`config.mk`:
```
export PLATFORM = sky130hd
export DESIGN_NAME = mem_access_ctrl
export DESIGN_NICKNAME = d
export VERILOG_FILES = /design/src/rtl/mem_access_ctrl_pkg.sv /design/src/rtl/mem_access_ctrl_wdog_cnt.sv /design/src/rtl/mem_access_ctrl.sv
export SDC_FILE = /design/constraint.sdc
export NUM_CORES = 1
export LEC_CHECK = 0
export CAP_MARGIN = 30
export CORE_UTILIZATION = 44
export DETAILED_ROUTE_END_ITERATION = 7
export GPL_TIMING_DRIVEN = 0
export PLACE_DENSITY = 0.89
export SETUP_SLACK_MARGIN = 0.05
export SLEW_MARGIN = 25
export SYNTH_ARGS = -nofsm -noshare
export SYNTH_HDL_FRONTEND = slang
export SYNTH_SLANG_ARGS = --single-unit
```
`constraint.sdc`:
```
create_clock -name clk -period 4.3 [get_ports clk]
set_clock_uncertainty 0.2 [all_clocks]
set_input_delay 1.29 -clock clk [delete_from_list [all_inputs] [get_ports clk]]
set_output_delay 1.29 -clock clk [all_outputs]
set_load 0.02 [all_outputs]
```
`src/rtl/mem_access_ctrl_pkg.sv`:
```
// Shared types for the memory-stage access controller: FSM states, data/address
// widths and the abort-cause encoding.
package mem_access_ctrl_pkg;

  localparam int DATA_W = 16;
  localparam int ADDR_W = 16;

  typedef enum logic [1:0] {
    IDLE,
    RETRY,
    WAIT
  } state_t;

  typedef enum logic [1:0] {
    ERR_NONE,
    ERR_TIMEOUT,
    ERR_ALIGN
  } err_cause_t;

endpackage

```
`src/rtl/mem_access_ctrl_wdog_cnt.sv`:
```
// Watchdog counter bounding the WAIT phase of a memory access; tc rises when the
// count reaches TIMEOUT_CYC and the counter then saturates until cleared.
module mem_wdog_cnt #(
  parameter int TIMEOUT_CYC = 31
) (
  input  logic clk,
  input  logic rst,
  input  logic clear,
  input  logic enable,
  output logic tc
);

  localparam int W = $clog2(TIMEOUT_CYC + 1);
  localparam logic [W-1:0] TC_VAL = W'(TIMEOUT_CYC);

  logic [W-1:0] count;

  assign tc = (count == TC_VAL);

  always_ff @(posedge clk or negedge rst) begin
    if (!rst) begin
      count <= '0;
    end else if (clear) begin
      count <= '0;
    end else if (enable && !tc) begin
      count <= count + 1'b1;
    end
  end

endmodule

```
`src/rtl/mem_access_ctrl.sv`:
```
// Memory-stage access controller: issues loads/stores to a stalling data memory,
// freezes the pipeline while busy, and aborts on watchdog timeout.
// Optional MEM_ACCESS_ALIGN_CHK_EN rejects odd byte addresses with errM.
module mem_access_ctrl
  import mem_access_ctrl_pkg::*;
#(
  parameter int TIMEOUT_CYC = 31
) (
  input  logic              clk,
  input  logic              rst,
  input  logic              readEnM,
  input  logic              memWrtM,
  input  logic [ADDR_W-1:0] aluFinalM,
  input  logic [DATA_W-1:0] wrtDataM,
  output logic              mem_en,
  output logic              mem_wr,
  output logic [ADDR_W-1:0] mem_addr,
  output logic [DATA_W-1:0] mem_wdata,
  input  logic              mem_stall,
  input  logic              mem_done,
  input  logic [DATA_W-1:0] mem_rdata,
  output logic              stallM,
  output logic [DATA_W-1:0] readDataM,
  output logic              errM
);

  state_t            state, state_nxt;
  logic [ADDR_W-1:0] addr_q;
  logic [DATA_W-1:0] wdata_q;
  logic              wr_q;
  logic [DATA_W-1:0] rdata_q, rd_nxt;
  logic              req, misalign;
  logic              latch, capture, zero_rd;
  logic              wd_clr, wd_en, wd_tc;
  err_cause_t        err_cause;

  assign req = readEnM | memWrtM;

`ifdef MEM_ACCESS_ALIGN_CHK_EN
  assign misalign = aluFinalM[0];
`else
  assign misalign = 1'b0;
`endif

  mem_wdog_cnt #(
    .TIMEOUT_CYC(TIMEOUT_CYC)
  ) u_wdog (
    .clk    (clk),
    .rst    (rst),
    .clear  (wd_clr),
    .enable (wd_en),
    .tc     (wd_tc)
  );

  always_comb begin
    state_nxt = state;
    mem_en    = 1'b0;
    mem_wr    = 1'b0;
    mem_addr  = '0;
    mem_wdata = '0;
    stallM    = 1'b0;
    latch     = 1'b0;
    capture   = 1'b0;
    zero_rd   = 1'b0;
    wd_clr    = 1'b0;
    wd_en     = 1'b0;
    err_cause = ERR_NONE;
    readDataM = '0;
    errM      = 1'b0;

    case (state)
      IDLE: begin
        if (req && misalign) begin
          err_cause = ERR_ALIGN;
        end else if (req) begin
          mem_en    = 1'b1;
          mem_wr    = memWrtM;
          mem_addr  = aluFinalM;
          mem_wdata = wrtDataM;
          latch     = 1'b1;
          if (mem_stall) begin
            state_nxt = RETRY;
            stallM    = 1'b1;
          end else if (mem_done) begin
            capture = !memWrtM;
          end else begin
            state_nxt = WAIT;
            stallM    = 1'b1;
            wd_clr    = 1'b1;
          end
        end
      end
      // Replays the latched request so a busy memory sees a stable access.
      RETRY: begin
        mem_en    = 1'b1;
        mem_wr    = wr_q;
        mem_addr  = addr_q;
        mem_wdata = wdata_q;
        if (mem_stall) begin
          stallM = 1'b1;
        end else if (mem_done) begin
          state_nxt = IDLE;
          capture   = !wr_q;
        end else begin
          state_nxt = WAIT;
          stallM    = 1'b1;
          wd_clr    = 1'b1;
        end
      end
      WAIT: begin
        if (mem_done) begin
          state_nxt = IDLE;
          capture   = !wr_q;
        end else if (wd_tc) begin
          state_nxt = IDLE;
          zero_rd   = 1'b1;
          err_cause = ERR_TIMEOUT;
        end else begin
          stallM = 1'b1;
          wd_en  = 1'b1;
        end
      end
      default: state_nxt = IDLE;
    endcase

    rd_nxt = rdata_q;
    if (capture) begin
      rd_nxt = mem_rdata;
    end else if (zero_rd) begin
      rd_nxt = '0;
    end

    // Outputs are combinational, so force them quiet while reset is held.
    if (!rst) begin
      mem_en    = 1'b0;
      mem_wr    = 1'b0;
      mem_addr  = '0;
      mem_wdata = '0;
      stallM    = 1'b0;
    end else begin
      readDataM = rd_nxt;
      errM      = (err_cause != ERR_NONE);
    end
  end

  always_ff @(posedge clk or negedge rst) begin
    if (!rst) begin
      state   <= IDLE;
      addr_q  <= '0;
      wdata_q <= '0;
      wr_q    <= 1'b0;
      rdata_q <= '0;
    end else begin
      state   <= state_nxt;
      rdata_q <= rd_nxt;
      if (latch) begin
        addr_q  <= aluFinalM;
        wdata_q <= wrtDataM;
        wr_q    <= memWrtM;
      end
    end
  end

endmodule

```
==> results of run 1 <==
## through the flow
stage          hold WS, ps  setup TNS, ps  instance area [µm²]
2_1_floorplan          246              0                 2840
3_3_place_gp           258        -128740                 3980
3_5_place_dp           263         -35230                 4000
4_1_cts                288              0                 4140
5_1_grt                312          -23.6                 4120
6_report               284              0                 4120
## worst reg2reg max path: cells and delay by family (launching register included)
family / cells / cell delay, ps
compound gates: 2 / 630
buf+inv: 3 / 630
fa+ha+maj: 2 / 460
flops: 1 / 420
simple gates: 3 / 330
## area by class of cell
cell class / instances / area, µm²
multi-input combinational: 239 / 1340
sequential: 56 / 1400
clock buffer: 5 / 68.8
fill: 453 / 1940
buffer: 24 / 164
tap: 75 / 93.8
clock inverter: 3 / 42.5
inverter: 2 / 7.51
timing repair buffer: 116 / 1000
## registers in the layout, summed over array words and instances, names as in the netlist
name	count
wr_q	1
addr_q	16
state	2
wdata_q	16
u_wdog.count	5
rdata_q	16
## final timing paths
path,slack [ps],cells past startpoint,to,from
setup reg to reg,1560,10,rdata_q[9],u_wdog.count[0]
hold / removal,280,2,wdata_q[9],wdata_q[9]
min in group asynchronous,610,1,addr_q[10],rst
max in group asynchronous,2830,2,wdata_q[15],rst
hold reg to reg,280,2,wdata_q[9],wdata_q[9]
setup / recovery,10,8,readDataM[12],readEnM
## metal layers
metal	vias to the layer above	global-route usage [%]	wire (µm)
met3	24	3.30	413
li1	1340	-	-
met2	109	42.6	4330
met5	-	0	0
met4	0	10.7	253
met1	1425	31.7	3370
## report_power, final
group          switching [W]  leakage (nW)  internal (W)  total (W)
sequential          0.000106         0.692      0.000699   0.000805
combinational       0.000426          1.32      0.000357   0.000783
clock               0.000173        0.0541      0.000173   0.000345
total               0.000705          2.07       0.00123    0.00193
## repair_timing
item                       CTS  global route
cloned                       1             0
gates resized for setup    138            88
setup endpoints to repair   52            48
pin swaps                    6             8
setup buffers                5             4
## logic make-up after synthesis
group | share of synthesized area, %
and+or+nand+nor | 22.3
AOI/OAI and AO/OA | 20.1
DFF | 49.4
buffers and inverters | 5.29
xor gates and xnor gates | 0.927
muxes | 1.06
adders and majority gates | 0.882
## synth_stat cells
| library cell | count |
|---|---|
| inv_1 | 2 |
| nor4b_2 | 1 |
| a21oi_1 | 34 |
| a211oi_2 | 1 |
| a311oi_2 | 1 |
| o21ai_0 | 2 |
| o32ai_2 | 1 |
| nand4_1 | 1 |
| buf_1 | 2 |
| a21boi_0 | 1 |
| nand2b_1 | 5 |
| or3b_4 | 1 |
| a32o_1 | 6 |
| nand2_1 | 132 |
| xnor2_1 | 1 |
| buf_2 | 3 |
| and3_1 | 2 |
| a22o_1 | 17 |
| buf_6 | 3 |
| or2_2 | 1 |
| clkbuf_1 | 15 |
| mux2i_1 | 3 |
| a32o_2 | 10 |
| o21ai_1 | 2 |
| o21a_1 | 1 |
| ha_1 | 2 |
| dfrtp_1 | 56 |
| nor3_1 | 2 |
| nor2b_1 | 1 |
| buf_8 | 2 |
| nor2_1 | 7 |
| and2_1 | 2 |
| xor2_1 | 2 |
==> key figures, run 1 <==
Routing
  – Vias: 2,898
  – Routed wire per std cell: 16.1 µm
  – DRT antenna net count: 0
  – DR iter-0 viols: 191
  – Wirelength, routed: 8370 µm
  – First drt pass iteration count: 4
  – Vias per cell: 5.57
  – Residual DRC count: 0

Setup path
  – WP data arrival: 2800 ps
  – Critical Path, Cell by Cell: buf_8, or3b_4, o32ai_4, and3_4, buf_8, buf_8, a32o_2, buf_4
  – Max stage delay on crit path: 410 ps
  – Cell mode on critical path: buf_8
  – Slowest cell on the critical path: or3b_4
  – CP Capture Type: output port
  – Critical path type: in -> out
  – Worst path bufs/invs: 4
  – CP top delay family: simple AND/OR/NAND/NOR gates
  – CP required: 2810 ps
  – Critical path launch point type: primary input
  – CP max FO: 8

GRT
  – Initial antenna violation count: 0
  – First-pass GRT wire length: 12,700 µm
  – Vias in the first global route: 2,712
  – Pin count of the biggest net entering global routing: 37
  – GRT Total Usage: 25.0%
  – Total gr overflow: 0

CTS
  – H-tree levels: 2
  – TritonCTS clock tree: yes
  – Cts hold-fix bufs: 0
  – Clk slew on worst S/H paths: 100 ps
  – CTS max path bufs: 2
  – Root Driver: clkbuf_8
  – Latest clock arrival within the worst-skew pair: 310 ps
  – CTS Buf Count: 5
  – Sink Count: 56

Pwr
  – LEAKAGE: 2.07 nW
  – Peak supply drop: 0.258 mV
  – Tot Pwr: 0.00193 W
  – Power Dens Cells: 469 nW/µm²

Yosys
  – Post-synthesis cell count: 322
  – Syn nets: 378
  – Share of the synthesized area in the top cell type: 49.4%
  – Cell taking the most area after synthesis: dfrtp_1
  – Synthesized area: 2840 µm²
  – Synth cell types: 33
  – Synth top area cells: dfrtp_1 (49%), nand2_1 (17%), a21oi_1 (6.0%)
  – Avg Inst Size Synth: 8.81 µm²
  – Ys Warns: 0
  – Seq/Total Area, Yosys: 49.4%
  – #FFs+latches synth: 56

Timing
  – Final hold vios: 0
  – Max Fclk: 0.233 GHz
  – Least-Margin Pin Slew: 548 ps
  – Pins Over Slew Limit: 0
  – Max_slew headroom: 63.4%
  – Fin crit share: 99.7%
  – Post-route setup slack: 13.6 ps
  – Minimum clock period: 4290 ps
  – RSZ-0062 raised after global routing: true
  – Finish-stage setup viols: 0

Job
  – MaxCap Viol Count: 0

Layout
  – Fin nets: 500
  – Commonest non-fill, non-tap cell in the layout: nand2_1
  – Post-Layout Cell Count: 520
  – Area grow syn2layout: 45.3%
  – Fin util: 68.0%
  – Layout cells sized above 1: 24.3%
  – Most frequent cells in the layout: nand2_1 (132), dfrtp_1 (56), clkdlybuf4s50_1 (48)
  – Antenna cells: 0

Floorplanning
  – Die area: 6770 µm²
  – Site Rows: 28
  – Starting Density: 46.8%
  – Die height: 82.3 µm
  – Die span in x: 82.3 µm
  – Core area: 6060 µm²
  – IO Pins: 106

Placement
  – Placed insts: 503
  – Port bufs: 105
  – DP HPWL: 5760 µm
  – GP Congestion: 0.788
  – DP Worst Slack: -862 ps

Status
  – Outcome: finished clean

Hold path
  – Type of the worst min-delay path: reg -> reg
Note: power is estimated with default switching activity, not from simulation.
==> run 2, diff against run 1 <==
Settings changed: CORE_UTILIZATION 44 to 50, DONT_BUFFER_PORTS set to 1, PLACE_DENSITY 0.89 to 0.77, SETUP_SLACK_MARGIN 0.05 to 0.02.
Clock period 4.3 ns to 3.5 ns, I/O delays scaled along.
==> key figures, run 2 (same netlist as run 1, synthesis figures left out) <==
Status
  – Outcome: complete, but fails checks (was finished clean)
  – Failing checks: negative setup slack

Routing
  – Routed wire per std cell: 16.5 µm (was 16.1 µm)
  – Vias: 2,379 (was 2,898)
  – Vias per cell: 5.86 (was 5.57)
  – Residual DRC count: 0 (unchanged)
  – First drt pass iteration count: 4 (unchanged)
  – Wirelength, routed: 6690 µm (was 8370 µm)
  – DRT antenna net count: 0 (unchanged)
  – DR iter-0 viols: 168 (was 191)

Floorplanning
  – Die span in x: 77.3 µm (was 82.3 µm)
  – IO Pins: 106 (unchanged)
  – Core area: 5470 µm² (was 6060 µm²)
  – Die height: 77.3 µm (was 82.3 µm)
  – Die area: 5980 µm² (was 6770 µm²)
  – Starting Density: 51.8% (was 46.8%)
  – Site Rows: 27 (was 28)

GRT
  – Met2 Resource Use GR: 36.7% (was 42.6%)
  – Initial antenna violation count: 0 (unchanged)
  – Pin count of the biggest net entering global routing: 59 (was 37)
  – First-pass GRT wire length: 10,600 µm (was 12,700 µm)
  – GRT Total Usage: 22.5% (was 25.0%)
  – Met1 Use GR: 29.2% (was 31.7%)
  – Grt met3 use: 5.48% (was 3.30%)
  – Total gr overflow: 0 (unchanged)
  – Gr busiest metal: met2 (unchanged)
  – Vias in the first global route: 2,245 (was 2,712)

Layout
  – Layout cells sized above 1: 26.6% (was 24.3%)
  – Post-Layout Cell Count: 406 (was 520)
  – Area grow syn2layout: 16.5% (was 45.3%)
  – Commonest non-fill, non-tap cell in the layout: nand2_1 (unchanged)
  – Fin nets: 389 (was 500)
  – Most frequent cells in the layout: nand2_1 (132), dfrtp_1 (56), a21oi_2 (31) (was nand2_1 (132), dfrtp_1 (56), clkdlybuf4s50_1 (48))
  – Biggest regs: addr_q: 16 flops, rdata_q: 16 flops, wdata_q: 16 flops (unchanged)
  – Antenna cells: 0 (unchanged)
  – Final Cell Area: 3300 µm² (was 4120 µm²)

CTS
  – Sink Count: 56 (unchanged)
  – TritonCTS clock tree: yes (unchanged)
  – CTS Buf Count: 5 (unchanged)
  – Latest clock arrival within the worst-skew pair: 300 ps (was 310 ps)
  – Clk slew on worst S/H paths: 100 ps (about the same)
  – Cts hold-fix bufs: 0 (unchanged)
  – Root Driver: clkbuf_8 (unchanged)
  – H-tree levels: 2 (unchanged)
  – CTS max path bufs: 2 (unchanged)

Setup path
  – CP Capture Type: output port (unchanged)
  – CP max FO: 5 (was 8)
  – Max stage delay on crit path: 400 ps (was 410 ps)
  – R2R Path Start: u_wdog.count[0] (unchanged)
  – WP data arrival: 2350 ps (was 2800 ps)
  – Critical path type: in -> out (unchanged)
  – Reg-to-Reg End: rdata_q[14] (was rdata_q[9])
  – R2R cell count: 9 (was 10)
  – Slowest cell on the critical path: or3b_4 (unchanged)
  – CP required: 2250 ps (was 2810 ps)
  – Worst path bufs/invs: 1 (was 4)
  – Reg2Reg Setup Slack: 1140 ps (was 1560 ps)
  – CP top delay family: simple AND/OR/NAND/NOR gates (unchanged)
  – Critical path launch point type: primary input (unchanged)
  – Critical Path, Cell by Cell: or3b_4, o32ai_4, and3_4, buf_8, a32o_2 (was buf_8, or3b_4, o32ai_4, and3_4, buf_8, buf_8, a32o_2, buf_4)

Placement
  – Port bufs: 0 (was 105)
  – GP Congestion: 0.785 (was 0.788)
  – DP HPWL: 4520 µm (was 5760 µm)
  – Placed insts: 394 (was 503)
  – Placed cell areas: 2930 µm² (was 4000 µm²)

Timing
  – RSZ-0062 raised after global routing: true (unchanged)
  – Hold WS: 223 ps (was 284 ps)
  – Least-Margin Pin Slew: 501 ps (was 548 ps)
  – Max_slew headroom: 66.7% (was 63.4%)
  – Fin crit share: 103%
  – Finish-stage setup viols: 15 (was 0)
  – Post-route setup slack: -103 ps (was 13.6 ps)
  – Minimum clock period: 3600 ps
  – Pins Over Slew Limit: 0 (unchanged)
  – Max Fclk: 0.278 GHz
  – Final hold vios: 0 (unchanged)
  – Final setup TNS: -1260 ps (was 0 ps)

Pwr
  – LEAKAGE: 1.57 nW (was 2.07 nW)
  – Tot Pwr: 0.00216 W (was 0.00193 W)
  – Peak supply drop: 0.376 mV (was 0.258 mV)
  – Power Dens Cells: 654 nW/µm² (was 469 nW/µm²)

Job
  – MaxCap Viol Count: 0 (unchanged)

Hold path
  – Type of the worst min-delay path: in -> async (was reg -> reg)
==> run 2: cell count changes in the layout (fill, tap and decap cells not counted), sizes merged, moves of 3 or more <==
cell           before  now
clkdlybuf4s15       3    0
clkdlybuf4s50      48    0
buf                44   14
clkbuf             44   21
dlygate4sd2         5    0
==> run 2: timing repair <==
item	CTS	global route
endpoints found under the setup margin	49	49
buffers inserted	2	2
gates cloned	1	0
pin swaps	6	10
resized for setup	53	20
==> run 2: worst max-delay path by stage <==
stage,start,end,depth (start not counted)
2_1_floorplan,readEnM,readDataM[10],6
5_1_grt,readEnM,readDataM[5],6
3_3_place_gp,rst,mem_addr[6],5
4_1_cts,readEnM,readDataM[5],6
6_report,readEnM,readDataM[5],5
3_5_place_dp,rst,mem_addr[6],5
==> run 2: power by group <==
group	switching (W)	total [W]	internal, W
Clock	0.000204	0.000417	0.000213
Sequential	0.000119	0.000978	0.000858
Combinational	0.000469	0.000766	0.000296
Total	0.000793	0.00216	0.00137
==> run 2: cell type report <==
| cell class | count | area, µm² |
|---|---|---|
| Sequential cell | 56 | 1400 |
| Clock inverter | 2 | 35.0 |
| Clock buffer | 6 | 72.6 |
| Fill cell | 474 | 2170 |
| Inverter | 2 | 7.51 |
| Timing Repair Buffer | 5 | 61.3 |
| Tap cell | 72 | 90.1 |
| Multi-Input combinational cell | 239 | 1470 |
| Buffer | 24 | 166 |
==> run 2: worst reg2reg max path: cells and delay by family, from the launching register on <==
family | cells | cell delay [ps]
buffers and inverters | 2 | 560
adder cells (fa/ha/maj) | 2 | 420
flip-flops | 1 | 420
AO/OA/AOI/OAI | 2 | 410
AND/OR/NAND/NOR | 3 | 300
==> run 2: through the flow <==
| stage | util, % | setup slack, ps |
|---|---|---|
| 2_1_floorplan | - | -14.4 |
| 3_3_place_gp | 53.5 | -172 |
| 3_5_place_dp | 53.5 | -192 |
| 4_1_cts | 59.4 | -153 |
| 5_1_grt | 60.4 | -132 |
| 6_report | 60.4 | -103 |
==> run 2: per-layer routing <==
metal	part of all wire [%]	vias to the layer above
met5	0	-
met4	1.6	0
met3	5.1	12
met2	51	71
met1	43	1181
li1	-	1115
==> RTL change 1, RTL diff (flow settings as in run 1) <==
Register the output `errM`; this adds one clock of latency there. The other outputs are not delayed to match.
--- a/src/rtl/mem_access_ctrl.sv
+++ b/src/rtl/mem_access_ctrl.sv
@@ -23,6 +23,8 @@
   output logic [DATA_W-1:0] readDataM,
   output logic              errM
 );
+
+  logic errM_d;
 
   state_t            state, state_nxt;
   logic [ADDR_W-1:0] addr_q;
@@ -66,7 +68,7 @@
     wd_en     = 1'b0;
     err_cause = ERR_NONE;
     readDataM = '0;
-    errM      = 1'b0;
+    errM_d    = 1'b0;
 
     case (state)
       IDLE: begin
@@ -139,7 +141,7 @@
       stallM    = 1'b0;
     end else begin
       readDataM = rd_nxt;
-      errM      = (err_cause != ERR_NONE);
+      errM_d    = (err_cause != ERR_NONE);
     end
   end
 
@@ -161,5 +163,9 @@
     end
   end
 
+  always_ff @(posedge clk) begin
+    errM <= errM_d;
+  end
+
 endmodule
 
Formal check against the unedited RTL: no difference found for any inputs over 10 cycles, from zero or initial values and one cycle with rst low; that may be too few to reach the edited logic, so the function may still have changed.
==> RTL change 1 against run 1 <==
- combinational power rose by 2%
- design area rose by 6.0%
- power rose by 6.5%
- final cell count rose by 0.58%
- die area fell by 0.56%
- highest routed layer unchanged
- area after synthesis fell by 0.57%
- the flow now finishes with violations (setup timing)
- utilization rose by 4.1 points
- largest cell class unchanged
- worst setup slack got worse by 120 ps
- critical endpoint is now readDataM[0]
- sequential cell count rose by 1
- wire length fell by 4.2%
==> RTL change 1: results (changes against run 1) <==
| Metric | Value |
|---|---|
| Outcome | complete, but fails checks (was finished clean) |
| Failing checks | setup timing |
| Met3 global-route usage | 5.889% (was 3.297%) |
| Synth area leaders | dfrtp_1 (50%), nand2_1 (17%), a21oi_1 (6.0%) (was dfrtp_1 (49%), nand2_1 (17%), a21oi_1 (6.0%)) |
| Wire length on met3 | 458 um (was 413 um) |
| FILL cells | 433 (was 453) |
| First-pass GRT wire length | 12.64 mm (was 12.73 mm) |
| Final setup vio count | 16 (was 0) |
| Hpwl dp | 5.230 mm (was 5.758 mm) |
| Syn Area/Cell | 8.813 sq um (was 8.809 sq um) |
| Vias | 2843 (was 2898) |
| Post-route setup TNS | -1192 ps (was 0 ps) |
| Post-cts sizing count | 207 (was 138) |
| WL/cell | 15.34 um (was 16.10 um) |
| Dpl ws | -1133 ps (was -862.1 ps) |
| Met1 Use GR | 32.55% (was 31.66%) |
| Worst Setup Slack, final | -104.5 ps (was 13.60 ps) |
| M2 GR Usage | 40.91% (was 42.64%) |
| # H-tree levels | 3 (was 2) |
| Skew-Pair Late Insertion Delay | 340 ps (was 310 ps) |
| Ys async rst share | 98.25% (was 100.0%) |
| Placed Area | 4003 sq um (was 3999 sq um) |
| Vias in the first global route | 2745 (was 2712) |
| Netlist cell types | 37 (was 33) |
| Total CTS buffers | 9 (was 5) |
==> RTL change 1: layout make-up <==
cell class / count / area (sq um) / area share (%)
well taps: 75 / 93.84 / 2.149
plain buffers: 21 / 136.4 / 3.123
flip-flops and latches: 57 / 1421 / 32.55
clock buffers: 13 / 158.9 / 3.639
clock inverters: 3 / 15.01 / 0.3438
inverters: 2 / 7.507 / 0.1719
multi-input cells: 238 / 1375 / 31.49
repair buffers: 114 / 1159 / 26.53
==> RTL change 1: final timing paths <==
kind	start	end	slack, ps	cells after the start
worst max-delay path	readEnM	readDataM[0]	-100	7
worst min-delay path	wdata_q[2]$_DFFE_PN0P_	wdata_q[2]$_DFFE_PN0P_	280	2
worst max register to register	u_wdog.count[0]$_DFFE_PN0P_	rdata_q[10]$_DFF_PN0_	1770	7
worst min register to register	wdata_q[2]$_DFFE_PN0P_	wdata_q[2]$_DFFE_PN0P_	280	2
max in group asynchronous	rst	rdata_q[0]$_DFF_PN0_	2880	2
min in group asynchronous	rst	rdata_q[13]$_DFF_PN0_	550	1
==> RTL change 1: power by group <==
group / total [uW] / switching [uW] / internal [uW]
logic: 801 / 412 / 389
registers: 811 / 103 / 708
clock network: 447 / 209 / 238
==> RTL change 1: kinds of logic (layout without fill, tap and decap cells) <==
| logic type | count (synthesis) | in the layout | share of synthesized area [%] |
|---|---|---|---|
| muxes | 3 | 3 | 1.065 |
| adders and majority gates | 2 | 2 | 0.8872 |
| and+or+nand+nor | 154 | 154 | 22.80 |
| xor gates and xnor gates | 3 | 3 | 0.9318 |
| AOI/OAI and AO/OA | 76 | 76 | 20.10 |
| buffers and inverters | 25 | 153 | 3.816 |
| DFF | 57 | 57 | 50.40 |
==> RTL change 2, RTL diff (settings of run 1) <==
Without the edit above. Build with the macro `MEM_ACCESS_ALIGN_CHK_EN` defined.
--- a/src/rtl/mem_access_ctrl.sv
+++ b/src/rtl/mem_access_ctrl.sv
@@ -1,6 +1,8 @@
 // Memory-stage access controller: issues loads/stores to a stalling data memory,
 // freezes the pipeline while busy, and aborts on watchdog timeout.
 // Optional MEM_ACCESS_ALIGN_CHK_EN rejects odd byte addresses with errM.
+`define MEM_ACCESS_ALIGN_CHK_EN
+
 module mem_access_ctrl
   import mem_access_ctrl_pkg::*;
 #(
Function: changed (Yosys sat finds a counterexample within 4 cycles, from zero or initial values and one cycle with rst low).
==> RTL change 2 against run 1 <==
- the flow now finishes with violations (DRC)
- critical endpoint is now readDataM[11]
- design area grew 4.8%
- area after synthesis grew 4.3%
- largest cell class is now multi-input combinational cells
- worst hold slack lost 2.9 ps
- power shrank 13%
- wire length shrank 9.1%
- synthesized cell count grew 9.6%
- worst setup slack gained 26 ps
- sequential cell count is the same
==> RTL change 2: results (changes against run 1) <==
| Metric | Value |
|---|---|
| Outcome | complete, but fails checks (was finished clean) |
| Syn nets | 409 (was 378) |
| Share of cells above drive strength 1 | 21.31% (was 24.27%) |
| Post-cts sizing count | 195 (was 138) |
| Delay of the slowest critical-path stage | 530 ps (was 410 ps) |
| Setup Fix Bufs, Post-CTS | 7 (was 5) |
| Met3 global-route usage | 4.352% (was 3.297%) |
| Failing checks | DRC |
| Placed Area | 4124 sq um (was 3999 sq um) |
| Critical-path top delay cell | or4b_4 (was or3b_4) |
| Routed metal-1 wirelength | 3.162 mm (was 3.373 mm) |
| Xor/xnor cell area share of the yosys netlist | 0.8879% (was 0.9263%) |
| Worst R2R Path Depth | 9 (was 10) |
| Placed Instances | 536 (was 503) |
| Compound-gate portion of the synthesized area | 19.49% (was 20.11%) |
| Finished Layout Cells | 551 (was 520) |
| Wire length on met3 | 407 um (was 413 um) |
| Synth cell count leaders | nand2_1 (144), dfrtp_1 (56), a21oi_1 (32) (was nand2_1 (132), dfrtp_1 (56), a21oi_1 (34)) |
| Post-synthesis sequential area ratio | 47.36% (was 49.40%) |
| WHS Endpoint | wdata_q[10]$_DFFE_PN0P_ (was wdata_q[9]$_DFFE_PN0P_) |
| Post-route DRC | 17 (was 0) |
| Total Routing Usage GR | 22.41% (was 24.97%) |
| Max FO, Critical Path | 10 (was 8) |
| Largest net degree at the start of global routing | 33 (was 37) |
| Starting DRT DRC Count | 150 (was 191) |
| Relative slew slack | 68.56% (was 63.36%) |
| R2r endpoint | rdata_q[6]$_DFF_PN0_ (was rdata_q[9]$_DFF_PN0_) |
RTL change 2: cell count changes in the layout (fill, tap and decap cells not counted), moves of 6 or more:
cell | before | now
a22o_1 | 17 | 10
a22o_2 | 0 | 7
a32o_1 | 6 | 0
a32o_2 | 10 | 0
clkbuf_2 | 30 | 7
clkdlybuf4s15_1 | 0 | 7
clkdlybuf4s15_2 | 3 | 20
nand2_1 | 132 | 144
o21ai_0 | 2 | 22
o21ai_2 | 0 | 10
RTL change 2: power breakdown:
part	total [uW]	switching, uW	internal [uW]
logic	618	328	291
registers	767	88.8	679
clock network	289	158	131
total	1680	575	1100
RTL change 2: final cells by class:
| cell class | count | area share [%] |
|---|---|---|
| Buffer | 24 | 3.535 |
| Clock buffer | 7 | 1.999 |
| Clock inverter | 1 | 0.1739 |
| Multi-Input combinational cell | 272 | 33.27 |
| Sequential cell | 56 | 32.45 |
| Tap cell | 77 | 2.231 |
| Timing Repair Buffer | 114 | 26.34 |
